<file path="src/rtl/or_pkg.sv">
// ----------------------------------------------------------------------------
// or_pkg
// Shared definitions for the N-input OR/NOR pipeline stage.
//   MODE_NORMAL / MODE_STICKY : values of the per-sample mode input.
//   operand_lsb()             : bit position of operand k inside a packed
//                               operand bus (operand k = [k*WIDTH +: WIDTH]).
// ----------------------------------------------------------------------------
package or_pkg;

    localparam logic MODE_NORMAL = 1'b0;
    localparam logic MODE_STICKY = 1'b1;

    // Every block that slices the packed operand bus goes through this helper,
    // so the packing order is defined in exactly one place.
    function automatic int operand_lsb(input int k, input int width);
        return k * width;
    endfunction

endpackage

</file>
<file path="src/rtl/or_reduce_n.sv">
// ----------------------------------------------------------------------------
// or_reduce_n
// Purely combinational bitwise OR of N_IN packed operands.
// Ports:
//   in_data_i [N_IN*WIDTH-1:0]  packed operands, operand k at [k*WIDTH +: WIDTH]
//   r_o       [WIDTH-1:0]       bitwise OR of all operands
// ----------------------------------------------------------------------------
module or_reduce_n
    import or_pkg::*;
#(
    parameter int N_IN  = 3,
    parameter int WIDTH = 1
) (
    input  logic [N_IN*WIDTH-1:0] in_data_i,
    output logic [WIDTH-1:0]      r_o
);

    always_comb begin
        r_o = '0;
        for (int k = 0; k < N_IN; k++) begin
            r_o = r_o | in_data_i[operand_lsb(k, WIDTH) +: WIDTH];
        end
    end

endmodule

</file>
<file path="src/rtl/nin_or_pipe.sv">
// ----------------------------------------------------------------------------
// nin_or_pipe
// Registered N-input OR/NOR flag-merge stage behind a valid/ready handshake,
// with a sticky accumulate mode and a saturating count of non-zero samples.
//
// Handshake: a transfer happens on a rising edge where valid and ready are
// both high. Upstream: accept = in_valid & in_ready. Downstream: the result is
// consumed when out_valid & out_ready. in_ready = ~out_valid | out_ready is a
// combinational back-pressure path (no skid buffer), so a drain and a new
// accept can share a cycle for one sample per cycle throughput.
//
// Ports:
//   clk, rst_n          clock (rising edge), synchronous active-low reset
//   in_data             packed operands, operand k at [k*WIDTH +: WIDTH]
//   in_valid / in_ready upstream handshake
//   mode                0 = NORMAL, 1 = STICKY, sampled on accept
//   clr                 synchronous clear of sticky accumulator and hit count
//   or_out / nor_out    registered OR result and its inverse
//   out_valid/out_ready downstream handshake
//   hit_cnt             saturating count of accepts whose OR is non-zero
// ----------------------------------------------------------------------------
module nin_or_pipe
    import or_pkg::*;
#(
    parameter int N_IN  = 3,
    parameter int WIDTH = 1,
    parameter int CNT_W = 8
) (
    input  logic                  clk,
    input  logic                  rst_n,
    input  logic [N_IN*WIDTH-1:0] in_data,
    input  logic                  in_valid,
    output logic                  in_ready,
    input  logic                  mode,
    input  logic                  clr,
    output logic [WIDTH-1:0]      or_out,
    output logic [WIDTH-1:0]      nor_out,
    output logic                  out_valid,
    input  logic                  out_ready,
    output logic [CNT_W-1:0]      hit_cnt
);

    localparam logic [CNT_W-1:0] CNT_MAX = '1;

    logic [WIDTH-1:0] r;
    logic             accept;

    logic [WIDTH-1:0] or_q,  or_d;
    logic [WIDTH-1:0] acc_q, acc_d;
    logic             out_valid_q, out_valid_d;
    logic [CNT_W-1:0] hit_q, hit_d;

    // Clear-adjusted views: clr takes effect before a same-cycle sample.
    logic [WIDTH-1:0] acc_base;
    logic [CNT_W-1:0] hit_base;

    or_reduce_n #(
        .N_IN (N_IN),
        .WIDTH(WIDTH)
    ) u_reduce (
        .in_data_i(in_data),
        .r_o      (r)
    );

    assign in_ready = ~out_valid_q | out_ready;
    assign accept   = in_valid & in_ready;

    assign acc_base = clr ? '0 : acc_q;
    assign hit_base = clr ? '0 : hit_q;

    always_comb begin
        or_d        = or_q;
        acc_d       = acc_base;
        hit_d       = hit_base;
        out_valid_d = out_valid_q;

        if (accept) begin
            out_valid_d = 1'b1;
            if (mode == MODE_STICKY) begin
                acc_d = acc_base | r;
                or_d  = acc_base | r;
            end else begin
                or_d  = r;
            end
            // Counted on the raw sample, not on the sticky value.
            if ((r != '0) && (hit_base != CNT_MAX)) begin
                hit_d = hit_base + 1'b1;
            end
        end else if (out_ready) begin
            out_valid_d = 1'b0;
        end
    end

    always_ff @(posedge clk) begin
        if (!rst_n) begin
            or_q        <= '0;
            acc_q       <= '0;
            hit_q       <= '0;
            out_valid_q <= 1'b0;
        end else begin
            or_q        <= or_d;
            acc_q       <= acc_d;
            hit_q       <= hit_d;
            out_valid_q <= out_valid_d;
        end
    end

    assign or_out    = or_q;
    assign nor_out   = ~or_q;
    assign out_valid = out_valid_q;
    assign hit_cnt   = hit_q;

endmodule

</file>
<file path="config.mk">
export PLATFORM = sky130hd
export DESIGN_NAME = nin_or_pipe
export DESIGN_NICKNAME = d
export VERILOG_FILES = /design/src/rtl/or_pkg.sv /design/src/rtl/or_reduce_n.sv /design/src/rtl/nin_or_pipe.sv
export SDC_FILE = /design/constraint.sdc
export NUM_CORES = 1
export LEC_CHECK = 0
export BUFFER_PORTS_ARGS = -buffer_cell sky130_fd_sc_hd__buf_2
export CAP_MARGIN = 30
export CORE_AREA = 2 2 39 41
export CTS_CLUSTER_DIAMETER = 50
export DETAILED_ROUTE_END_ITERATION = 8
export DIE_AREA = 0 0 41 43
export PLACE_DENSITY = 0.68
export SLEW_MARGIN = 20
export SYNTH_ARGS = -nofsm -noshare
export SYNTH_HDL_FRONTEND = slang
export SYNTH_HIERARCHICAL = 1
export SYNTH_SLANG_ARGS = --single-unit
</file>
<file path="constraint.sdc">
create_clock -name clk -period 2.2 [get_ports clk]
set_input_delay 0.44 -clock clk [delete_from_list [all_inputs] [get_ports clk]]
set_output_delay 0.44 -clock clk [all_outputs]
set_load 0.1 [all_outputs]
</file>
==> metrics.md, run 1 <==
| Metric | Value |
|---|---|
| Status | `completed` |
| Worst vdd ir | `0.322 mV` |
| Slowest CP cell | `dfxtp_2` |
| Tot GR Track Use | `15.0%` |
| Post-CTS Hold Buffers | `0` |
| EDFF count, synth | `0` |
| Share of layout cells above drive strength 1 | `31.8%` |
| First-pass GRT wire length | `1700 um` |
| Mapped Area | `536 um2` |
| Commonest cells after routing, fill and taps aside | `buf_2 (20), dfxtp_1 (10), nor2_1 (8), nand2_1 (6), a21oi_1 (5)` |
| Crit end category | `primary output` |
| Hold WC Path Type | `in -> reg` |
| CP startpoint kind | `register` |
| Antenna violations before repair | `0` |
| Post-DP Area | `661 um2` |
| Routed length per instance | `11.3 um` |
| Net Sw Power | `0.000147 W` |
| Vert. Die Dim | `43 um` |
| Clk sinks | `11` |
| Yosys reg bits | `11` |
| Postcts setup bufs | `0` |
| TritonRoute pass-1 iters | `4` |
| Slew margin rel. | `64.9%` |
| Req. time, crit path | `1760 ps` |
| Commonest non-fill, non-tap cell in the layout | `buf_2` |
| Vias per cell | `5.27` |
| Seq/Total Area, Yosys | `41.1%` |
| P per Cell Area | `643 nW/um2` |
| Area Growth Syn to Fin | `28.3%` |
| Vias | `548` |
| Row count | `14` |
| RD Place Congestion | `0.787` |
| DPL Wire Length | `917 um` |
| WP buf/inv | `2` |
| Routed wire length | `1170 um` |
| Buffers on Ports | `20` |
| Mapped Cells | `64` |
| GR Overflow Total | `0` |
| Arrival time worst endpoint | `1260 ps` |
| Setup-failing EPs final | `0` |
| FILL cells | `146` |
| Max_cap viols | `0` |
| Final hold violation count | `0` |
| Clk pwr share | `31.5%` |
| CP Class | `reg -> out` |
| CP max stage delay | `320 ps` |
| DRC viols | `0` |
| Clock transition at path regs | `70 ps` |
| Die width | `41 um` |
| # IOs | `21` |
| CTS tree | `yes` |
| Logic gate share of total power | `21.0%` |
| Nets | `98` |
| Max Root-Sink Buffers | `2` |
| Seq pwr share | `47.5%` |
| Resized Gates After CTS | `0` |
| Syn_area_per_cell | `8.37 um2` |
| CP max FO | `6` |
| Detail Route Antenna Nets | `0` |
| CP cell instances | `nor2b_4, clkinvlp_4, buf_2` |
| Syn nets | `73` |
| CP top delay family | `buffers and inverters` |
| Diode count | `0` |
| Routed wl met2 | `550 um` |
| Pins over their slew limit | `0` |
| Post-synth ARST share | `0%` |
| RSZ-0062 raised after global routing | `false` |
| Setup TNS | `0 ps` |
| Yosys warns | `6` |
| Total core area | `1380 um2` |
| Netlist cell types | `28` |
| Initial DRC count | `11` |
| Switching share of power | `33.4%` |
| Int Pwr | `0.000294 W` |
| Post-Route M1 WL | `545 um` |
| Fmax | `589 MHz` |
| Vias in the first global route | `416` |
| Total CTS buffers | `3` |
| Fin crit period | `1700 ps` |
| Final period util | `77.2%` |
| Starting density of the core | `38.7%` |
| Cell area after layout | `687 um2` |
| Worst-Skew Late Latency | `270 ps` |
| Layout Skew | `2.93 ps` |
| Post-synth top flop | `dfxtp_1` |
| H-tree Lvls | `1` |
| Largest net degree at the start of global routing | `8` |
| Top Metal Used | `met4` |
| Clock Tree Root | `clkbuf_4` |
| Leakage Power | `0.304 nW` |
| Worst Max-Slew Pin Slew | `522 ps` |
| Die area | `1760 um2` |
| Met3 routed WL | `53 um` |
==> routing by layer <==
metal	global-route usage [%]	vias to the layer above
li1	-	285
met1	19.4	248
met2	19.4	13
met3	7.85	2
met4	8.00	0
met5	0	-
==> state kept, by name, summed over array words and instances (netlist names) <==
| signal | count |
|---|---|
| acc_q | 1 |
| or_out | 1 |
| out_valid | 1 |
| hit_cnt | 8 |
==> final cells by class <==
class	count	area, um2	area share, %
Clock buffer	4	26.3	3.83
Timing Repair Buffer	20	100	14.6
Inverter	4	18.8	2.73
Tap cell	16	20.0	2.91
Multi-Input combinational cell	49	300	43.7
Sequential cell	11	221	32.2
==> worst reg2reg max path: stages (launching register included) <==
cell and delay, ps:
dfxtp_1 450, nand4_2 180, or4_1 520, nor3_1 200, a211oi_1 70
==> synth_stat cells (2+ instances only) <==
cell	count	share of area (%)
nand2_1	6	4.2
nor3_1	2	1.9
or4_1	3	4.2
or3_1	2	2.3
a21oi_1	5	4.7
dfxtp_1	11	41
nand3_1	2	1.9
o31ai_1	2	2.8
nor2_1	8	5.6
a21o_1	2	2.8
inv_1	4	2.8
==> path summary, 6_finish.rpt <==
kind | start | to | slack (ps) | cells past startpoint
worst max register to register | hit_cnt[0]$_SDFF_PN0_ | hit_cnt[5]$_SDFF_PN0_ | 680 | 4
worst min-delay path | in_valid | or_out$_SDFFE_PN0P_ | 440 | 2
worst max-delay path | out_valid$_SDFFE_PN0P_ | in_ready | 500 | 3
worst min register to register | hit_cnt[4]$_SDFF_PN0_ | hit_cnt[4]$_SDFF_PN0_ | 510 | 2
==> power groups by stage <==
stage	registers [W]	logic, W	clock network (W)
after CTS	0.000210	0.0000930	0.000143
final	0.000210	0.0000928	0.000139
after floorplan	0.000247	0.0000387	0
after detailed placement	0.000214	0.0000930	0
after global routing	0.000211	0.0000974	0.000153
after global placement	0.000214	0.0000921	0
==> stage by stage <==
step	utilization, %	hold WS (ps)	power, W	instances	setup WS [ps]
6_report	49.6	435	0.000441	104	502
5_1_grt	49.6	429	0.000461	104	419
4_1_cts	49.6	428	0.000446	104	493
3_5_place_dp	47.7	508	0.000307	100	536
3_3_place_gp	47.7	490	0.000306	100	554
2_1_floorplan	-	550	0.000286	64	48.0
==> cells by family (layout without fill, tap and decap cells) <==
group | Yosys count | count (layout) | share of synthesized area [%]
compound gates | 16 | 16 | 20.1
buf+inv | 4 | 28 | 2.80
flops | 11 | 11 | 41.1
simple gates | 33 | 33 | 36.0
Note: power is estimated with default switching activity, not from simulation.
==> run 2, diff against run 1 <==
CORE_AREA = not set   (was 2 2 39 41)
CORE_MARGIN = 2   (was not set)
CORE_UTILIZATION = 40   (was not set)
DIE_AREA = not set   (was 0 0 41 43)
PLACE_DENSITY = 0.7   (was 0.68)
clock period = 1.5 ns   (was 2.2 ns; I/O delays follow)
==> run 2 against run 1 <==
Critical path depth unchanged. Final cell count rose by 3.8%. Total power up 49%. Global-route usage is 4.6 points higher. Sequential power is 44% higher. Setup slack lost 470 ps. Routed wire length increased by 15%. Critical path type unchanged.
==> metrics.md, run 2 (synthesis gave the netlist of run 1 again) <==
| Metric | Value |
|---|---|
| Slowest CP cell | `dfxtp_4` |
| Post-CTS Hold Buffers | `0 (unchanged)` |
| Largest net degree at the start of global routing | `8 (unchanged)` |
| # IOs | `21 (unchanged)` |
| Hold WC Path Type | `in -> reg` |
| Layout Skew | `12.8 ps (+9.91 ps)` |
| Clock Tree Root | `clkbuf_4` |
| Crit end category | `primary output` |
| R2r setup slk | `40 ps (-640 ps)` |
| CP Class | `reg -> out` |
| H-tree Lvls | `1 (unchanged)` |
| Final hold violation count | `0 (unchanged)` |
| CP startpoint kind | `register` |
| Total CTS buffers | `3 (unchanged)` |
| Worst Max-Slew Pin Slew | `504 ps (-18.2 ps)` |
| Setup-failing EPs final | `0 (unchanged)` |
| First-pass GRT wire length | `2050 um (+20%)` |
| Detail Route Antenna Nets | `0 (unchanged)` |
| Setup TNS | `0 ps (unchanged)` |
| Final Core Density | `61.3% (+12 points)` |
| Row count | `13 (-1)` |
| DRC viols | `0 (unchanged)` |
| Largest register FFs | `8 (unchanged)` |
| Diode count | `0 (unchanged)` |
| Die width | `40.6 um (-1.0%)` |
| Pins over their slew limit | `0 (unchanged)` |
| Worst R2R Start | `hit_cnt[0]$_SDFF_PN0_` |
| Nets | `103 (+5.1%)` |
| Routed wire length | `1340 um (+15%)` |
| Fin crit period | `1470 ps` |
| CP cell instances | `nor2b_4, clkinvlp_4, buf_6` |
| Starting density of the core | `42.2% (+3.5 points)` |
| Buffers on Ports | `20 (unchanged)` |
| Die area | `1650 um2 (-6.5%)` |
| CP max stage delay | `340 ps (+20 ps)` |
| Area Growth Syn to Fin | `45.3%` |
| TritonRoute pass-1 iters | `2 (-2)` |
| Share of layout cells above drive strength 1 | `48.4% (+17 points)` |
| Routed length per instance | `12.4 um (+10%)` |
| CTS tree | `yes` |
| Initial DRC count | `12 (+1)` |
| Antenna violations before repair | `0 (unchanged)` |
| Tot GR Track Use | `19.6% (+4.6 points)` |
| Vias | `600 (+9.5%)` |
| Worst vdd ir | `0.447 mV (+39%)` |
| RD Place Congestion | `0.866 (+10%)` |
| Worst-Skew Late Latency | `280 ps (about the same)` |
| Max_cap viols | `0 (unchanged)` |
| FF-to-FF path depth | `4 (unchanged)` |
| Commonest non-fill, non-tap cell in the layout | `buf_2` |
| Clock transition at path regs | `80 ps (about the same)` |
| CP top delay family | `flip-flops` |
| Total core area | `1270 um2 (-8.3%)` |
| Vert. Die Dim | `40.6 um (-5.6%)` |
| WP buf/inv | `2 (unchanged)` |
| Clk sinks | `11 (unchanged)` |
| Vias per cell | `5.56 (+5.4%)` |
| Post-DP Area | `726 um2 (+9.8%)` |
| Final period util | `97.9%` |
| Req. time, crit path | `1200 ps (-560 ps)` |
| Status | `completed` |
| GR Overflow Total | `0 (unchanged)` |
| Cell area after layout | `778 um2 (+13%)` |
| Slew margin rel. | `66.1% (+1.2 points)` |
| P per Cell Area | `847 nW/um2 (+32%)` |
| Vias in the first global route | `472 (+13%)` |
| Commonest cells after routing, fill and taps aside | `buf_2 (19), nor2_1 (8), dfxtp_4 (7)` |
| Fmax | `681 MHz` |
| RSZ-0062 raised after global routing | `true` |
| RR Endpoint | `hit_cnt[5]$_SDFF_PN0_` |
| CP max FO | `6 (unchanged)` |
| Arrival time worst endpoint | `1170 ps (-90 ps)` |
| Worst path depth | `3 (unchanged)` |
| Worst setup startpoint | `out_valid$_SDFFE_PN0P_` |
| Max Root-Sink Buffers | `2 (unchanged)` |
| Leakage Power | `0.342 nW (+13%)` |
| DPL Wire Length | `992 um (+8.2%)` |
| Hold path startpoint | `in_valid` |
| Hold slack | `261 ps (-174 ps)` |
| Capture point of the worst path | `in_ready` |
-- run 2: worst min-delay path by stage --
stage                     cells after the start                     to
final                                         2    or_out$_SDFFE_PN0P_
after global routing                          2    or_out$_SDFFE_PN0P_
after CTS                                     2    or_out$_SDFFE_PN0P_
after detailed placement                      2  hit_cnt[7]$_SDFF_PN0_
after global placement                        2  hit_cnt[7]$_SDFF_PN0_
after floorplan                               1    or_out$_SDFFE_PN0P_
-- run 2: power breakdown --
group | total [W] | switching [W] | internal, W
logic | 0.000147 | 0.000110 | 0.0000369
clock network | 0.000210 | 0.000107 | 0.000103
registers | 0.000303 | 0.0000103 | 0.000292
total | 0.000660 | 0.000227 | 0.000433
-- run 2: layer usage --
metal	track usage [%]	part of all wire, %	vias to the layer above
met2	31.0	48	20
met3	5.00	6.6	4
met4	12.5	1.7	0
met1	23.2	43	275
met5	0	0	-
li1	-	-	301
-- run 2: cell type report --
cell class	count	area, um2
inverters	4	22.5
well taps	15	18.8
flip-flops and latches	11	250
repair buffers	25	144
multi-input cells	49	317
fillers	122	490
clock buffers	4	26.3
-- run 2: what timing repair did --
action | CTS | global route
gates cloned | 0 | 0
setup endpoints to repair | 1 | 3
setup buffers | 2 | 0
pin swaps | 0 | 1
gates resized for setup | 2 | 1
-- run 2: metrics by stage --
| step | setup WS, ps | instances | power [W] |
|---|---|---|---|
| global placement | -22.3 | 102 | 0.000450 |
| finish | 30.9 | 108 | 0.000660 |
| floorplan | -290 | 64 | 0.000415 |
| global route | -52.8 | 108 | 0.000689 |
| detailed placement | -40.2 | 102 | 0.000451 |
| CTS | 15.9 | 108 | 0.000664 |
